**src/rtl/lsu_pkg.sv**
```systemverilog
// Shared definitions for the load/store unit: funct3 encodings, FSM states
// and small combinational helpers used by the datapath.
package lsu_pkg;

    localparam logic [2:0] F3_LB  = 3'b000;
    localparam logic [2:0] F3_LH  = 3'b001;
    localparam logic [2:0] F3_LW  = 3'b010;
    localparam logic [2:0] F3_LBU = 3'b100;
    localparam logic [2:0] F3_LHU = 3'b101;
    localparam logic [2:0] F3_SB  = 3'b000;
    localparam logic [2:0] F3_SH  = 3'b001;
    localparam logic [2:0] F3_SW  = 3'b010;

    typedef enum logic [1:0] {
        IDLE = 2'd0,
        ACC0 = 2'd1,
        ACC1 = 2'd2,
        RESP = 2'd3
    } lsu_state_t;

    function automatic logic [2:0] size_of(input logic [2:0] funct3);
        logic [2:0] size;
        case (funct3[1:0])
            2'b00:   size = 3'd1;
            2'b01:   size = 3'd2;
            default: size = 3'd4;
        endcase
        return size;
    endfunction

    // Stores only have byte/half/word; unsigned forms exist for loads only.
    function automatic logic funct3_legal(input logic we, input logic [2:0] funct3);
        logic ok;
        case (funct3)
            F3_LB, F3_LH, F3_LW: ok = 1'b1;
            F3_LBU, F3_LHU:      ok = ~we;
            default:             ok = 1'b0;
        endcase
        return ok;
    endfunction

    function automatic logic [31:0] merge_word(input logic [31:0] old_word,
                                               input logic [31:0] new_word,
                                               input logic [3:0]  mask);
        logic [31:0] merged;
        for (int i = 0; i < 4; i++) begin
            merged[8*i +: 8] = mask[i] ? new_word[8*i +: 8] : old_word[8*i +: 8];
        end
        return merged;
    endfunction

endpackage

```
**src/rtl/lsu_align.sv**
```systemverilog
// Combinational lane steering: byte mask and shifted store data over a
// two-word window, plus extraction and extension of load data.
module lsu_align
    import lsu_pkg::*;
(
    input  logic [1:0]  off,
    input  logic [2:0]  funct3,
    input  logic [31:0] wdata,
    input  logic [63:0] ld_word,
    output logic [7:0]  mask,
    output logic [63:0] st_data,
    output logic [31:0] ld_data
);

    logic [7:0]  size_mask_s;
    logic [31:0] ld_shift_s;

    // Store byte mask and data placed at the byte offset
    always_comb begin
        case (size_of(funct3))
            3'd1:    size_mask_s = 8'h01;
            3'd2:    size_mask_s = 8'h03;
            default: size_mask_s = 8'h0F;
        endcase
        mask    = size_mask_s << off;
        st_data = {32'h0000_0000, wdata} << {off, 3'b000};
    end

    // Load data aligned down from the offset, then sign/zero extended
    always_comb begin
        ld_shift_s = ld_word[{off, 3'b000} +: 32];
        case (funct3)
            F3_LB:   ld_data = {{24{ld_shift_s[7]}}, ld_shift_s[7:0]};
            F3_LH:   ld_data = {{16{ld_shift_s[15]}}, ld_shift_s[15:0]};
            F3_LW:   ld_data = ld_shift_s;
            F3_LBU:  ld_data = {24'h00_0000, ld_shift_s[7:0]};
            F3_LHU:  ld_data = {16'h0000, ld_shift_s[15:0]};
            default: ld_data = 32'h0000_0000;
        endcase
    end

endmodule

```
**src/rtl/lsu.sv**
```systemverilog
// Load/store unit in front of a word-addressed async-read memory: sub-word
// stores by read-modify-write, word-crossing accesses split in two.
module lsu
    import lsu_pkg::*;
#(
    parameter bit ALLOW_MISALIGNED = 1'b1
) (
    input  logic        clk,
    input  logic        rst_n,
    input  logic        req_valid,
    output logic        req_ready,
    input  logic        req_we,
    input  logic [2:0]  req_funct3,
    input  logic [31:0] req_addr,
    input  logic [31:0] req_wdata,
    output logic        resp_valid,
    output logic [31:0] resp_rdata,
    output logic        resp_err,
    output logic        mem_we,
    output logic [31:0] mem_a,
    output logic [31:0] mem_wd,
    input  logic [31:0] mem_rd
);

    lsu_state_t  state_r, state_s;
    logic        we_r;
    logic [2:0]  funct3_r;
    logic [31:0] addr_r, wdata_r;
    logic [31:0] buf0_r, buf1_r;
    logic        resp_valid_r, resp_err_r;
    logic [31:0] resp_rdata_r;

    logic        req_spans_s, req_err_s, spans_s;
    logic [29:0] idx1_s;
    logic [31:0] ld_lo_s, ld_hi_s;
    logic [7:0]  mask_s;
    logic [63:0] st_data_s;
    logic [31:0] ld_data_s;

    assign req_ready  = (state_r == IDLE);
    assign resp_valid = resp_valid_r;
    assign resp_rdata = resp_rdata_r;
    assign resp_err   = resp_err_r;

    // Span and legality of the incoming request and of the latched one
    always_comb begin
        req_spans_s = ({2'b00, req_addr[1:0]} + {1'b0, size_of(req_funct3)}) > 4'd4;
        req_err_s   = ~funct3_legal(req_we, req_funct3) | (~ALLOW_MISALIGNED & req_spans_s);
        spans_s     = ({2'b00, addr_r[1:0]} + {1'b0, size_of(funct3_r)}) > 4'd4;
    end

    // Next-state logic
    always_comb begin
        state_s = state_r;
        case (state_r)
            IDLE: begin
                if (req_valid) begin
                    state_s = req_err_s ? RESP : ACC0;
                end else begin
                    state_s = IDLE;
                end
            end
            ACC0:    state_s = spans_s ? ACC1 : RESP;
            ACC1:    state_s = RESP;
            RESP:    state_s = IDLE;
            default: state_s = IDLE;
        endcase
    end

    // The second word index wraps within the 30-bit word space
    always_comb begin
        idx1_s  = addr_r[31:2] + 30'd1;
        ld_lo_s = (state_r == ACC0) ? mem_rd : buf0_r;
        ld_hi_s = (state_r == ACC1) ? mem_rd : buf1_r;
    end

    lsu_align u_align (
        .off     (addr_r[1:0]),
        .funct3  (funct3_r),
        .wdata   (wdata_r),
        .ld_word ({ld_hi_s, ld_lo_s}),
        .mask    (mask_s),
        .st_data (st_data_s),
        .ld_data (ld_data_s)
    );

    // Memory port driven straight from state so reset drops mem_we at once
    always_comb begin
        mem_we = 1'b0;
        mem_a  = 32'h0000_0000;
        mem_wd = 32'h0000_0000;
        case (state_r)
            ACC0: begin
                mem_a  = {addr_r[31:2], 2'b00};
                mem_we = we_r;
                mem_wd = we_r ? merge_word(mem_rd, st_data_s[31:0], mask_s[3:0]) : 32'h0000_0000;
            end
            ACC1: begin
                mem_a  = {idx1_s, 2'b00};
                mem_we = we_r;
                mem_wd = we_r ? merge_word(mem_rd, st_data_s[63:32], mask_s[7:4]) : 32'h0000_0000;
            end
            default: begin
                mem_we = 1'b0;
                mem_a  = 32'h0000_0000;
                mem_wd = 32'h0000_0000;
            end
        endcase
    end

    // State, latched request, load buffers and registered response
    always_ff @(posedge clk or negedge rst_n) begin
        if (!rst_n) begin
            state_r      <= IDLE;
            we_r         <= 1'b0;
            funct3_r     <= 3'b000;
            addr_r       <= 32'h0000_0000;
            wdata_r      <= 32'h0000_0000;
            buf0_r       <= 32'h0000_0000;
            buf1_r       <= 32'h0000_0000;
            resp_valid_r <= 1'b0;
            resp_err_r   <= 1'b0;
            resp_rdata_r <= 32'h0000_0000;
        end else begin
            state_r <= state_s;
            if (req_valid && req_ready) begin
                we_r     <= req_we;
                funct3_r <= req_funct3;
                addr_r   <= req_addr;
                wdata_r  <= req_wdata;
            end
            if (state_r == ACC0 && !we_r) begin
                buf0_r <= mem_rd;
            end
            if (state_r == ACC1 && !we_r) begin
                buf1_r <= mem_rd;
            end
            resp_valid_r <= (state_s == RESP);
            if (state_s == RESP) begin
                case (state_r)
                    IDLE: begin
                        resp_err_r   <= 1'b1;
                        resp_rdata_r <= 32'h0000_0000;
                    end
                    ACC0, ACC1: begin
                        resp_err_r   <= 1'b0;
                        resp_rdata_r <= we_r ? 32'h0000_0000 : ld_data_s;
                    end
                    default: begin
                        resp_err_r   <= 1'b0;
                        resp_rdata_r <= 32'h0000_0000;
                    end
                endcase
            end else begin
                resp_err_r   <= 1'b0;
                resp_rdata_r <= 32'h0000_0000;
            end
        end
    end

endmodule

```
**config.mk**
```make
export PLATFORM = sky130hd
export DESIGN_NAME = lsu
export DESIGN_NICKNAME = d
export VERILOG_FILES = /design/src/rtl/lsu_pkg.sv /design/src/rtl/lsu_align.sv /design/src/rtl/lsu.sv
export SDC_FILE = /design/constraint.sdc
export NUM_CORES = 1
export LEC_CHECK = 0
export CORE_ASPECT_RATIO = 0.9
export CORE_MARGIN = 1
export CORE_UTILIZATION = 55
export CTS_BUF_LIST = sky130_fd_sc_hd__clkbuf_8
export CTS_CLUSTER_DIAMETER = 30
export DETAILED_ROUTE_END_ITERATION = 16
export HOLD_SLACK_MARGIN = 0.08
export PLACE_DENSITY = 0.83
export SLEW_MARGIN = 5
export SYNTH_ARGS = -nofsm -noshare
export SYNTH_HDL_FRONTEND = slang
export SYNTH_HIERARCHICAL = 1
export SYNTH_SLANG_ARGS = --single-unit
```
**constraint.sdc**
```tcl
create_clock -name clk -period 3.4 [get_ports clk]
set_input_delay 0.68 -clock clk [delete_from_list [all_inputs] [get_ports clk]]
set_output_delay 0.68 -clock clk [all_outputs]
set_load 0.02 [all_outputs]
```
### After elaboration in Yosys (flattened, before gate mapping)

Cells that the tools add are included.

* output and inout bits: 100
* flip-flop bits (word level): 168
* input port bits: 103
* word-level logic and storage cells: 71

* $add $sub $neg: 2
* shift-type cells: 3
* multiplexer cells: 28
* reduce and logical (&&, ||, !) cells: 11
* order comparisons: 1
* bitwise gates (word level): 1
* equal/unequal tests: 15

Operator list (count)
* 32-bit 2-to-1 mux: 7
* 32-bit case mux with 5 select lines: 1
* 32-bit case mux with 2 select lines: 2
* 8-bit 2-to-1 mux: 8
* 64-bit by 6-bit indexed part select with 32-bit output: 1
* 32-bit by 5-bit left shift with 64-bit output: 1
* 30-bit by 1-bit adder with 30-bit output, second input constant: 1
* 3-bit == test, second input constant: 4
* 3-bit by 1-bit == test with 1-bit output, second input constant: 3
* 3-bit by 2-bit == test with 1-bit output, second input constant: 3
* 2-bit case mux with 4 select lines: 1
* 4-bit case mux with 2 select lines: 1
* 4-bit by 2-bit left shift with 8-bit output: 1
* 2-bit == test, second input constant: 3
* 3-bit logical NOT: 2
* 3-bit case mux with 2 select lines: 1
* 2-bit by 3-bit adder with 4-bit output: 1
* 2-bit by 1-bit == test with 1-bit output, second input constant: 2
* 4-bit by 3-bit > comparator with 1-bit output, second input constant: 1
* 2-bit logical NOT: 2
* 1-bit 2-to-1 mux: 4
* 2-bit 2-to-1 mux: 2
* 2-bit OR reduction: 2
* 1-bit logical AND: 3
* other kinds (4): 4

### Logic depth before layout (Yosys ltp)

Gate-level depths: netlist of the first run.

* depth after elaboration: 8
* gate-level depth with buffers: 10
* mapped depth without buffers: 8

### Modules after synthesis

Netlist of the first run, hierarchy kept.

Modules (own cells, without submodules)
* lsu: cells an instance 768, area each 9091.2 µm², times used 1, seq. area each 4204.0 µm²
* lsu_align: cells an instance 260, area each 2287.2 µm², times used 1, seq. area each 0.0 µm²

### Worst setup path after synthesis of the first run

No wires, ideal clock.

* path type: reg2out
* start point: register addr_r[0]
* end point: output mem_wd[11]
* stages on the path, launching flop included: 11
* data required time: 2.720 ns
* path buffers: 5
* arrival time: 2.113 ns
* slack: 0.607 ns
* path through: dfrtp_1 buf_6 buf_4 buf_4 buf_2 nor2_1 nor2_1 clkbuf_1 mux2_2 a22oi_1 nor2_1

* word-level cells in the longest chain between the ends: 4
* elaborated cells between the ends (all ways): 7
* those cells by class: shift (2); mux (5)

Ends and longest elaborated chain
* from (decl): line lsu.sv:28 `logic [31:0] addr_r, wdata_r;`
* from (signal assigned): line lsu.sv:129 `addr_r <= req_addr;`
* 4-bit by 2-bit left shift with 8-bit output: line lsu_align.sv:25 `mask = size_mask_s << off;`
* named net mask_s[1]: line lsu.sv:36 `logic [7:0] mask_s;`
* 8-bit 2-to-1 mux: line lsu_pkg.sv:47 `merged[8*i +: 8] = mask[i] ? new_word[8*i +: 8] : old_word[8*i +: 8];`
* 32-bit 2-to-1 mux: line lsu.sv:96 `mem_wd = we_r ? merge_word(mem_rd, st_data_s[31:0], mask_s[3:0]) : 32'h0000_0000;`
* 32-bit case mux with 2 select lines: line lsu.sv:92 `case (state_r)`
* to (decl): line lsu.sv:21 `output logic [31:0] mem_wd,`

The timed path passes the listed nets, and every way through them passes these cells.

### Final worst setup path of the first run

* start point: register funct3_r[1]
* end point: output mem_wd[8]

* word-level cells in the longest chain between the ends: 8
* elaborated cells between the ends (all ways): 12
* those cells by class: eq/ne (3); shift (1); mux (7); reduce/logical (1)

Ends and longest elaborated chain
* from (decl): line lsu.sv:27 `logic [2:0] funct3_r;`
* from (signal assigned): line lsu.sv:128 `funct3_r <= req_funct3;`
* 2-bit by 1-bit == test with 1-bit output / 2-bit logical NOT (equally long branches): line lsu_pkg.sv:23 `case (funct3[1:0])`
* 3-bit case mux with 2 select lines *: line lsu_pkg.sv:23
* 3-bit by 2-bit == test with 1-bit output / 3-bit by 1-bit == test with 1-bit output (equally long branches): line lsu_align.sv:20 `case (size_of(funct3))`
* 4-bit case mux with 2 select lines *: line lsu_align.sv:20
* 4-bit by 2-bit left shift with 8-bit output *: line lsu_align.sv:25
* named net mask_s[1]: line lsu.sv:36
* 8-bit 2-to-1 mux *: line lsu_pkg.sv:47
* 32-bit 2-to-1 mux *: line lsu.sv:96
* 32-bit case mux with 2 select lines *: line lsu.sv:92

The timed path passes the listed nets; every way through them passes the cells marked *.

==> summary.md, run 1 <==
| Metric | Value |
|---|---|
| Most frequent cell on the critical path | sky130_fd_sc_hd__nor2_1 |
| Global-route wire length before repair | 46100 um |
| Pins Over Slew Limit | 0 |
| Cell with the biggest individual delay on the critical path | sky130_fd_sc_hd__dfrtp_2 |
| Setup TNS | 0 ns |
| Maximum frequency from static timing analysis | 302 MHz |
| Area of the placeable core | 0.0194 mm2 |
| Synthesized cell area | 0.0110 mm2 |
| Hold Violations, Final | 0 |
| Largest stage delay on the critical path | 0.47 ns |
| Floorplan row count | 48 |
| Signal arrival time at the worst endpoint | 2.63 ns |
| Final routed DRC violation total | 0 |
| Setup skew after layout | 0.0152 ns |
| Peak ir drop on the vdd network | 0.000481 V |
| Number of iterations in the first detailed-routing pass | 5 |
| # port buffers | 200 |
| H-tree lvl count | 4 |
| Cell total after placement | 1401 |
| Cell-by-cell trace of the critical path | or2_4, nor2_1, nor2_1, buf_4, mux2_2, a22oi_1, nor2_1, dlygate4sd2_1 |
| HPWL reported at the end of detailed placement | 21200 um |
| Final number of setup-violating endpoints | 0 |
| Insertion delay to the later sink of the worst-skew pair | 0.48 ns |
| Area growth syn-to-layout | 24.5% |
| Clock sink total | 160 |
| Number of buffers on the longest clock path | 2 |
| Share of the core filled with cells in the final layout | 70.6% |
| Overflow left after global routing | 0 |
| Period utilization | 97.3% |
| Number of nets in the layout | 1289 |
| Kind of start point of the critical path | flip-flop |
| R2r worst-path depth | 10 |
| Worst Path Required | 2.72 ns |
| Worst-path clk slew | 0.10 ns |
| Wire length after detailed routing | 30200 um |
| Critical path peak fanout | 9 |
| Worst Setup End Kind | primary output |
| Largest net degree at the start of global routing | 76 |
| Drt via density | 6.16 |
| Result of the run | finished clean |
| Warnings, synthesis | 6 |
| Largest delay share family, worst path | simple AND/OR/NAND/NOR gates |
| Weighted congestion reported at the end of routability-driven placement | 0.884 |
| Total number of vias | 8892 |
| Tightest slew margin relative to the limit | 36.2% |
| Per-instance average area after synthesis | 11.0 um2 |
| CTS tree | yes |
| Via count of the first global-routing pass | 8470 |
| Final Critical Period | 3.31 ns |
| Synthesized instance count | 1004 |
| Maximum Capacitance Violations | 0 |
| Buf/Inv on CP | 2 |
| Root buffer cell | sky130_fd_sc_hd__clkbuf_8 |
| Path type of the worst min-delay path | primary input to asynchronous set/reset pin |
| Worst Path Class, Setup | flip-flop to primary output |
| Violation count after the first detailed-routing iteration | 753 |
| Initial core utilization | 56.7% |
| Antenna Nets Post-Route | 0 |
| Transition time at the pin with the least slew margin | 0.954 ns |
| Design Power | 13.8 mW |
| Die Outline Area | 0.0206 mm2 |
| Final cell count without fillers | 1444 |
| Endpoint of the worst-slack reg-to-reg timing path | resp_rdata[8] |
| Overall track demand over capacity in global routing | 29.7% |
| Share of post-route cells with drive strength above 1 | 33.8% |
| Beginning of the worst register-to-register path | funct3_r[1] |
| TritonCTS buffer count | 17 |
| Power density of the placed cells | 1010 mW/mm2 |
| Routed length per instance | 20.9 um |
| Minimum setup slack among reg-to-reg paths | 0.52 ns |
| Number of antenna violations at the first check in global routing | 3 |
| Leakage dissipation | 5.86 nW |
| Top-level I/O count | 203 |
| Die extent in x | 151 um |
| Die height | 136 um |
==> per-layer routing <==
metal	vias up	global-route usage (%)	wire, um	part of all wire (%)
met1	4393	40.4	13100	43
met2	419	46.3	13800	46
met5	-	0	23	0.076
met3	62	6.31	2330	7.7
li1	4014	-	-	-
met4	4	11.7	903	3.0
==> power breakdown <==
part / total, mW / leakage (nW) / internal (mW) / switching, mW
clock network: 1.54 / 0.217 / 0.738 / 0.799
logic: 8.70 / 3.70 / 4.37 / 4.33
registers: 3.55 / 1.94 / 2.73 / 0.818
total: 13.8 / 5.86 / 7.84 / 5.95
==> how the worst max path moves through the flow <==
stage               slack (ns)    endpoint  cells after the start         from
finish                    0.09   mem_wd[8]                      8  funct3_r[1]
global route            -0.005   mem_a[18]                      6   addr_r[12]
CTS                       0.01  mem_wd[14]                      7    addr_r[1]
detailed placement        0.25   mem_wd[3]                      5    mem_rd[3]
global placement          0.26   mem_wd[3]                      5    mem_rd[3]
floorplan                 0.61  mem_wd[13]                     10    addr_r[0]
==> layout by cell type, fill, tap and decap left out, types with 26 or more instances in the layout <==
| master | instances |
|---|---|
| sky130_fd_sc_hd__a21oi_1 | 26 |
| sky130_fd_sc_hd__a22oi_1 | 37 |
| sky130_fd_sc_hd__and2_1 | 43 |
| sky130_fd_sc_hd__buf_4 | 35 |
| sky130_fd_sc_hd__clkdlybuf4s50_1 | 148 |
| sky130_fd_sc_hd__dfrtp_1 | 152 |
| sky130_fd_sc_hd__dlygate4sd2_1 | 41 |
| sky130_fd_sc_hd__mux2_2 | 243 |
| sky130_fd_sc_hd__mux4_2 | 32 |
| sky130_fd_sc_hd__nand2_1 | 56 |
| sky130_fd_sc_hd__nor2_1 | 67 |
| sky130_fd_sc_hd__o21ai_0 | 28 |
==> registers in the layout (all words and copies together) (netlist names) <==
signal and flops:
buf0_r 32, resp_valid 1, state_r 2, wdata_r 32, resp_rdata 32, resp_err 1
addr_r 32, buf1_r 24, funct3_r 3, we_r 1
==> stage by stage <==
step / instance area [um2] / hold slack, ns / worst slack, ns
3_5_place_dp: 13100 / 0.482 / 0.251
3_3_place_gp: 13100 / 0.470 / 0.265
5_1_grt: 13700 / 0.262 / -0.00451
6_report: 13700 / 0.215 / 0.0911
4_1_cts: 13600 / 0.238 / 0.0109
2_1_floorplan: 11000 / 0.384 / 0.607
==> timing repair <==
item                                    CTS  global route
hold buffers                              0             0
resized for setup                        62            21
pin swaps                                 2             0
gates cloned                              0             1
buffers inserted                          4             4
endpoints found under the setup margin   48            28
==> final cells by class <==
| class | count | area [um2] |
|---|---|---|
| tap | 250 | 313 |
| timing repair buffer | 243 | 2360 |
| clock inverter | 15 | 183 |
| sequential | 160 | 4020 |
| clock buffer | 17 | 234 |
| antenna | 2 | 5.00 |
| inverter | 10 | 37.5 |
| fill | 1370 | 5700 |
| multi-input combinational | 747 | 6550 |
Power figures use the tool's default switching activity.
==> run 2: changes to the inputs <==
- CELL_PAD_IN_SITES_DETAIL_PLACEMENT: not set -> 1
- CELL_PAD_IN_SITES_GLOBAL_PLACEMENT: not set -> 1
- CORE_UTILIZATION: 55 -> 43
- PLACE_DENSITY: 0.83 -> not set
- PLACE_DENSITY_LB_ADDON: not set -> 0.1
==> summary.md, run 2 (synthesized netlist as in run 1, its figures left out) <==
| Metric | Value |
|---|---|
| Signal arrival time at the worst endpoint | 2.62 ns (about the same) |
| Final routed DRC violation total | 0 (unchanged) |
| Setup TNS | 0 ns (unchanged) |
| Kind of start point of the critical path | flip-flop |
| Number of antenna violations at the first check in global routing | 1 (-2) |
| Insertion delay to the later sink of the worst-skew pair | 0.48 ns (about the same) |
| Hold Violations, Final | 0 (unchanged) |
| Maximum frequency from static timing analysis | 303 MHz (+0.15%) |
| Setup skew after layout | 0.0231 ns (+0.00787 ns) |
| Pins Over Slew Limit | 0 (unchanged) |
| Worst Path Class, Setup | flip-flop to primary output |
| Critical path peak fanout | 8 (-1) |
| Area of the placeable core | 0.0251 mm2 (+29%) |
| Tightest slew margin relative to the limit | 37.7% (+1.5 points) |
| Clock sink total | 160 (unchanged) |
| Largest net degree at the start of global routing | 96 (+26%) |
| # port buffers | 200 (unchanged) |
| TritonCTS buffer count | 17 (unchanged) |
| Die Outline Area | 0.0262 mm2 (+27%) |
| Path type of the worst min-delay path | primary input to asynchronous set/reset pin |
| Storage cell area | 0.00402 mm2 (about the same) |
| HPWL reported at the end of detailed placement | 23800 um (+13%) |
| Largest stage delay on the critical path | 0.48 ns (about the same) |
| Via count of the first global-routing pass | 8778 (+3.6%) |
| Design Power | 14.3 mW (+3.5%) |
| Weighted congestion reported at the end of routability-driven placement | 0.831 (-6.0%) |
| RSZ-0062 raised after global routing | false |
| Die extent in x | 171 um (+13%) |
| H-tree lvl count | 4 (unchanged) |
| Share of the core filled with cells in the final layout | 55.5% (-15 points) |
| Share of post-route cells with drive strength above 1 | 35.0% (+1.2 points) |
| Routed length per instance | 21.9 um (+4.6%) |
| Wire length after detailed routing | 33600 um (+11%) |
| Worst slack, placed | 0.193 ns (-0.0577 ns) |
| Peak ir drop on the vdd network | 0.000460 V (-4.3%) |
| Transition time at the pin with the least slew margin | 0.935 ns (-0.0194 ns) |
| CTS tree | yes |
| Worst-path clk slew | 0.10 ns (about the same) |
| Overflow left after global routing | 0 (unchanged) |
| Initial core utilization | 43.8% (-13 points) |
| Number of buffers on the longest clock path | 2 (unchanged) |
| Root buffer cell | sky130_fd_sc_hd__clkbuf_8 |
| Final Critical Period | 3.30 ns (-0.00484 ns) |
| N_diodes | 0 (-2) |
| Global-route wire length before repair | 52400 um (+14%) |
| Drt via density | 5.67 (-8.0%) |
| Number of iterations in the first detailed-routing pass | 4 (-1) |
| Total number of vias | 8711 (-2.0%) |
| Cell-by-cell trace of the critical path | buf_4, and2_1, o31a_2, mux2_2, a22oi_2, nor2_1, dlygate4sd2_1 |
| Number of nets in the layout | 1293 (+0.31%) |
| Die height | 154 um (+13%) |
| Area growth syn-to-layout | 26.8% |
| Result of the run | finished clean |
| Worst Path Required | 2.72 ns (about the same) |
| Buf/Inv on CP | 2 (unchanged) |
| Cell with the biggest individual delay on the critical path | sky130_fd_sc_hd__dfrtp_4 |
| Largest delay share family, worst path | compound AO/OA/AOI/OAI gates |
| Dpl cell area | 0.0133 mm2 (+1.3%) |
| Top-level I/O count | 203 (unchanged) |
| Total of hold buffers inserted after clock tree synthesis | 0 (unchanged) |
| Commonest non-fill, non-tap cells in the layout | 243 x sky130_fd_sc_hd__mux2_2, 150 x sky130_fd_sc_hd__dfrtp_1, 149 x sky130_fd_sc_hd__clkdlybuf4s50_1, 66 x sky130_fd_sc_hd__nor2_1, 57 x sky130_fd_sc_hd__nand2_1 |
| Leakage dissipation | 5.93 nW (+1.2%) |
| Final number of setup-violating endpoints | 0 (unchanged) |
| Number of fill cells | 2655 (+94%) |
| Worst Setup End Kind | primary output |
| Floorplan row count | 55 (+15%) |
| Power density of the placed cells | 1020 mW/mm2 (+1.6%) |
| Maximum Capacitance Violations | 0 (unchanged) |
| Minimum setup slack among reg-to-reg paths | 0.31 ns (-0.21 ns) |
| Violation count after the first detailed-routing iteration | 524 (-30%) |
| Period utilization | 97.2% (-0.14 points) |
| Antenna Nets Post-Route | 0 (unchanged) |
| Cell area after layout | 0.0139 mm2 (+1.8%) |
| Overall track demand over capacity in global routing | 26.4% (-3.3 points) |
| Most frequent standard cell in the layout excluding fill and tap cells | sky130_fd_sc_hd__mux2_2 |
| Min setup slack post-route | 0.0959 ns (+0.00484 ns) |
| Area occupied by multi-input gates | 0.00654 mm2 (about the same) |
-- run 2: final timing paths --
| kind | startpoint | endpoint | cells after the start |
|---|---|---|---|
| max | addr_r[0] | mem_wd[23] | 7 |
| min | rst_n | addr_r[22] | 1 |
| max reg2reg | addr_r[0] | resp_rdata[15] | 10 |
| min reg2reg | buf0_r[6] | buf0_r[6] | 1 |
| max in group asynchronous | rst_n | buf0_r[20] | 2 |
| min in group clk | buf0_r[6] | buf0_r[6] | 1 |
-- run 2: final cells by class --
cell class	instances	area share, %
Timing Repair Buffer	247	17.7
Sequential cell	160	28.8
Inverter	10	0.269
Multi-Input combinational cell	747	46.9
Clock buffer	17	1.68
Clock inverter	14	1.59
Tap cell	342	3.07
-- run 2: worst reg2reg max path, delay by kind of cell (launching register included) --
kind                       cells  cell delay [ns]
buffers and inverters          3             0.88
AOI/OAI and AO/OA              3             0.70
and+or+nand+nor                2             0.33
adders and majority gates      2             0.72
DFF                            1             0.41
-- run 2: timing repair --
item                                    in CTS  in global routing
buffers inserted                             6                  0
gates cloned                                 1                  2
pin swaps                                    1                  0
resized for setup                           59                 50
endpoints found under the setup margin      50                 47
-- run 2: report_power, final --
group / leakage (nW) / switching [mW] / internal, mW / total (mW)
combinational: 3.76 / 4.59 / 4.52 / 9.11
sequential: 1.94 / 0.758 / 2.73 / 3.49
clock: 0.226 / 0.842 / 0.826 / 1.67
-- run 2: metal layers --
metal	vias to the layer above	global-route usage (%)	routed length, um
met5	-	0	13
met4	2	6.52	425
met3	30	3.99	1620
met2	220	41.0	15700
met1	4454	38.3	15900
li1	4005	-	-
-- run 2: stage by stage --
| step | instances | hold slack, ns |
|---|---|---|
| after floorplan | 1013 | 0.384 |
| after detailed placement | 1497 | 0.481 |
| after global routing | 1537 | 0.353 |
| after CTS | 1535 | 0.324 |
| final | 1537 | 0.290 |
| after global placement | 1497 | 0.471 |
==> run 3: changes to the inputs <==
- CORE_UTILIZATION: 43 -> 47
- HOLD_SLACK_MARGIN: 0.08 -> not set
- PLACE_DENSITY_LB_ADDON: 0.1 -> 0.3
- clock period: 3.4 -> 3.8 ns (I/O delays scaled with it)
==> summary.md, run 3 (synthesized netlist as in run 1, its figures left out) <==
| Metric | Value |
|---|---|
| Result of the run | finished clean |
| Area occupied by multi-input gates | 0.00654 mm2 (about the same) |
| Area growth syn-to-layout | 23.9% |
| Dpl cell area | 0.0131 mm2 (-1.3%) |
| Worst Path Class, Setup | flip-flop to primary output |
| Final number of setup-violating endpoints | 0 (unchanged) |
| Final routed DRC violation total | 0 (unchanged) |
| # port buffers | 200 (unchanged) |
| Worst-path clk slew | 0.10 ns (about the same) |
| Storage cell area | 0.00401 mm2 (-0.16%) |
| Initial core utilization | 48.4% (+4.6 points) |
| Hold Violations, Final | 0 (unchanged) |
| Floorplan row count | 52 (-5.5%) |
| Insertion delay to the later sink of the worst-skew pair | 0.49 ns (about the same) |
| Power density of the placed cells | 922 mW/mm2 (-9.9%) |
| Signal arrival time at the worst endpoint | 3.01 ns (+0.39 ns) |
| Root buffer cell | sky130_fd_sc_hd__clkbuf_8 |
| Tightest slew margin relative to the limit | 36.4% (-1.3 points) |
| Number of iterations in the first detailed-routing pass | 5 (+1) |
| Number of nets in the layout | 1276 (-1.3%) |
| Leakage dissipation | 5.47 nW (-7.8%) |
| Drt via density | 6.05 (+6.8%) |
| Transition time at the pin with the least slew margin | 0.951 ns (+0.0163 ns) |
| Design Power | 12.6 mW (-12%) |
| Area of the placeable core | 0.0227 mm2 (-9.6%) |
| Wire length after detailed routing | 34800 um (+3.4%) |
| Number of antenna violations at the first check in global routing | 2 (+1) |
| HPWL reported at the end of detailed placement | 24400 um (+2.7%) |
| Final hold slack | 0.310 ns (+0.0197 ns) |
| Critical path peak fanout | 20 (+12) |
| Most frequent standard cell in the layout excluding fill and tap cells | sky130_fd_sc_hd__mux2_2 |
| TritonCTS buffer count | 17 (unchanged) |
| Via count of the first global-routing pass | 9368 (+6.7%) |
| Top-level I/O count | 203 (unchanged) |
| Global-route wire length before repair | 53300 um (+1.7%) |
| CTS tree | yes |
| Routed length per instance | 23.5 um (+7.6%) |
| Path type of the worst min-delay path | primary input to asynchronous set/reset pin |
| Die Outline Area | 0.0240 mm2 (-8.4%) |
| N_diodes | 0 (unchanged) |
| Worst Setup End Kind | primary output |
| Total of hold buffers inserted after clock tree synthesis | 0 (unchanged) |
| R2r worst-path depth | 8 (-2) |
| Largest net degree at the start of global routing | 91 (-5.2%) |
| Maximum frequency from static timing analysis | 265 MHz |
| Setup skew after layout | 0.0126 ns (-0.0105 ns) |
| Die height | 147 um (-4.3%) |
| Total number of vias | 8931 (+2.5%) |
| Cell total after placement | 1442 (-3.7%) |
| Overall track demand over capacity in global routing | 29.1% (+2.8 points) |
| Commonest non-fill, non-tap cells in the layout | 243 x sky130_fd_sc_hd__mux2_2, 197 x sky130_fd_sc_hd__clkdlybuf4s50_1, 157 x sky130_fd_sc_hd__dfrtp_1, 67 x sky130_fd_sc_hd__nor2_1, 58 x sky130_fd_sc_hd__nand2_1 |
| Worst Path Required | 3.04 ns (+0.32 ns) |
| Final Critical Period | 3.77 ns |
| Weighted congestion reported at the end of routability-driven placement | 0.859 (+3.4%) |
| Die extent in x | 163 um (-4.3%) |
| Pins Over Slew Limit | 0 (unchanged) |
| Violation count after the first detailed-routing iteration | 714 (+36%) |
| Number of fill cells | 2400 (-9.6%) |
| Number of buffers on the longest clock path | 2 (unchanged) |
| Clock sink total | 160 (unchanged) |
| Setup TNS | 0 ns (unchanged) |
| H-tree lvl count | 4 (unchanged) |
| Kind of start point of the critical path | flip-flop |
| Maximum Capacitance Violations | 0 (unchanged) |
| Final cell count without fillers | 1476 (-4.0%) |
| Cell area after layout | 0.0136 mm2 (-2.3%) |
| Peak ir drop on the vdd network | 0.000378 V (-18%) |
| Overflow left after global routing | 0 (unchanged) |
| Share of post-route cells with drive strength above 1 | 32.5% (-2.5 points) |
| Antenna Nets Post-Route | 0 (unchanged) |
| Period utilization | 99.1% |
-- run 3: changes by cell type in the layout (fill, tap and decap cells not counted), moves of 3 or more --
cell / change
sky130_fd_sc_hd__clkdlybuf4s50_1: +48
sky130_fd_sc_hd__dfrtp_2: -8
sky130_fd_sc_hd__clkdlybuf4s15_1: -4
sky130_fd_sc_hd__dlymetal6s2s_1: -14
sky130_fd_sc_hd__dlygate4sd2_1: -20
sky130_fd_sc_hd__buf_12: -3
sky130_fd_sc_hd__buf_4: -8
sky130_fd_sc_hd__clkbuf_2: -10
sky130_fd_sc_hd__dfrtp_1: +7
-- run 3: per-layer routing --
| metal | global-route usage (%) | share of wire [%] | wire [um] |
|---|---|---|---|
| met5 | 0 | 0.081 | 28 |
| met4 | 11.8 | 3.1 | 1090 |
| met3 | 5.51 | 5.8 | 2030 |
| met2 | 46.6 | 48 | 16700 |
| met1 | 38.7 | 43 | 14900 |
-- run 3: critical path: stages, from the launching register on --
cell and delay [ns]:
sky130_fd_sc_hd__dfrtp_4 0.62, sky130_fd_sc_hd__buf_8 0.22, sky130_fd_sc_hd__o31a_4 0.43, sky130_fd_sc_hd__mux2_2 0.29
sky130_fd_sc_hd__a22oi_1 0.33, sky130_fd_sc_hd__nor2_1 0.08, sky130_fd_sc_hd__clkdlybuf4s50_1 0.55
-- run 3: where the power goes --
part           total (mW)  internal [mW]  leakage, nW  switching [mW]
clock                1.35          0.605        0.207           0.750
combinational        7.97           3.93         3.31            4.04
sequential           3.25           2.44         1.95           0.813
-- run 3: area by class of cell --
type	count	share of cell area, %
Sequential cell	160	29.4
Clock buffer	17	1.72
Clock inverter	15	1.27
Tap cell	297	2.73
Timing Repair Buffer	230	16.6
Inverter	10	0.275
Multi-Input combinational cell	747	48.0
-- run 3: final timing paths --
| kind | from | endpoint | slack, ns |
|---|---|---|---|
| max | addr_r[1] | mem_wd[17] | 0.03 |
| min | rst_n | addr_r[15] | 0.31 |
| max reg2reg | state_r[0] | resp_rdata[23] | 0.54 |
| min reg2reg | buf0_r[6] | buf0_r[6] | 0.50 |
| max in group asynchronous | rst_n | buf0_r[9] | 2.45 |
| min in group clk | buf0_r[6] | buf0_r[6] | 0.50 |
-- run 3: metrics by stage --
stage               util, %  setup slack, ns
floorplan                 -            0.927
global placement       57.8            0.391
detailed placement     57.8            0.333
CTS                    59.7           0.0131
global route           60.0         -0.00944
finish                 60.0           0.0329
-- run 3: timing repair --
action	4_1_cts	5_1_grt
resized for setup	8	17
pin swaps	0	1
endpoints found under the setup margin	33	45
setup buffers	0	2
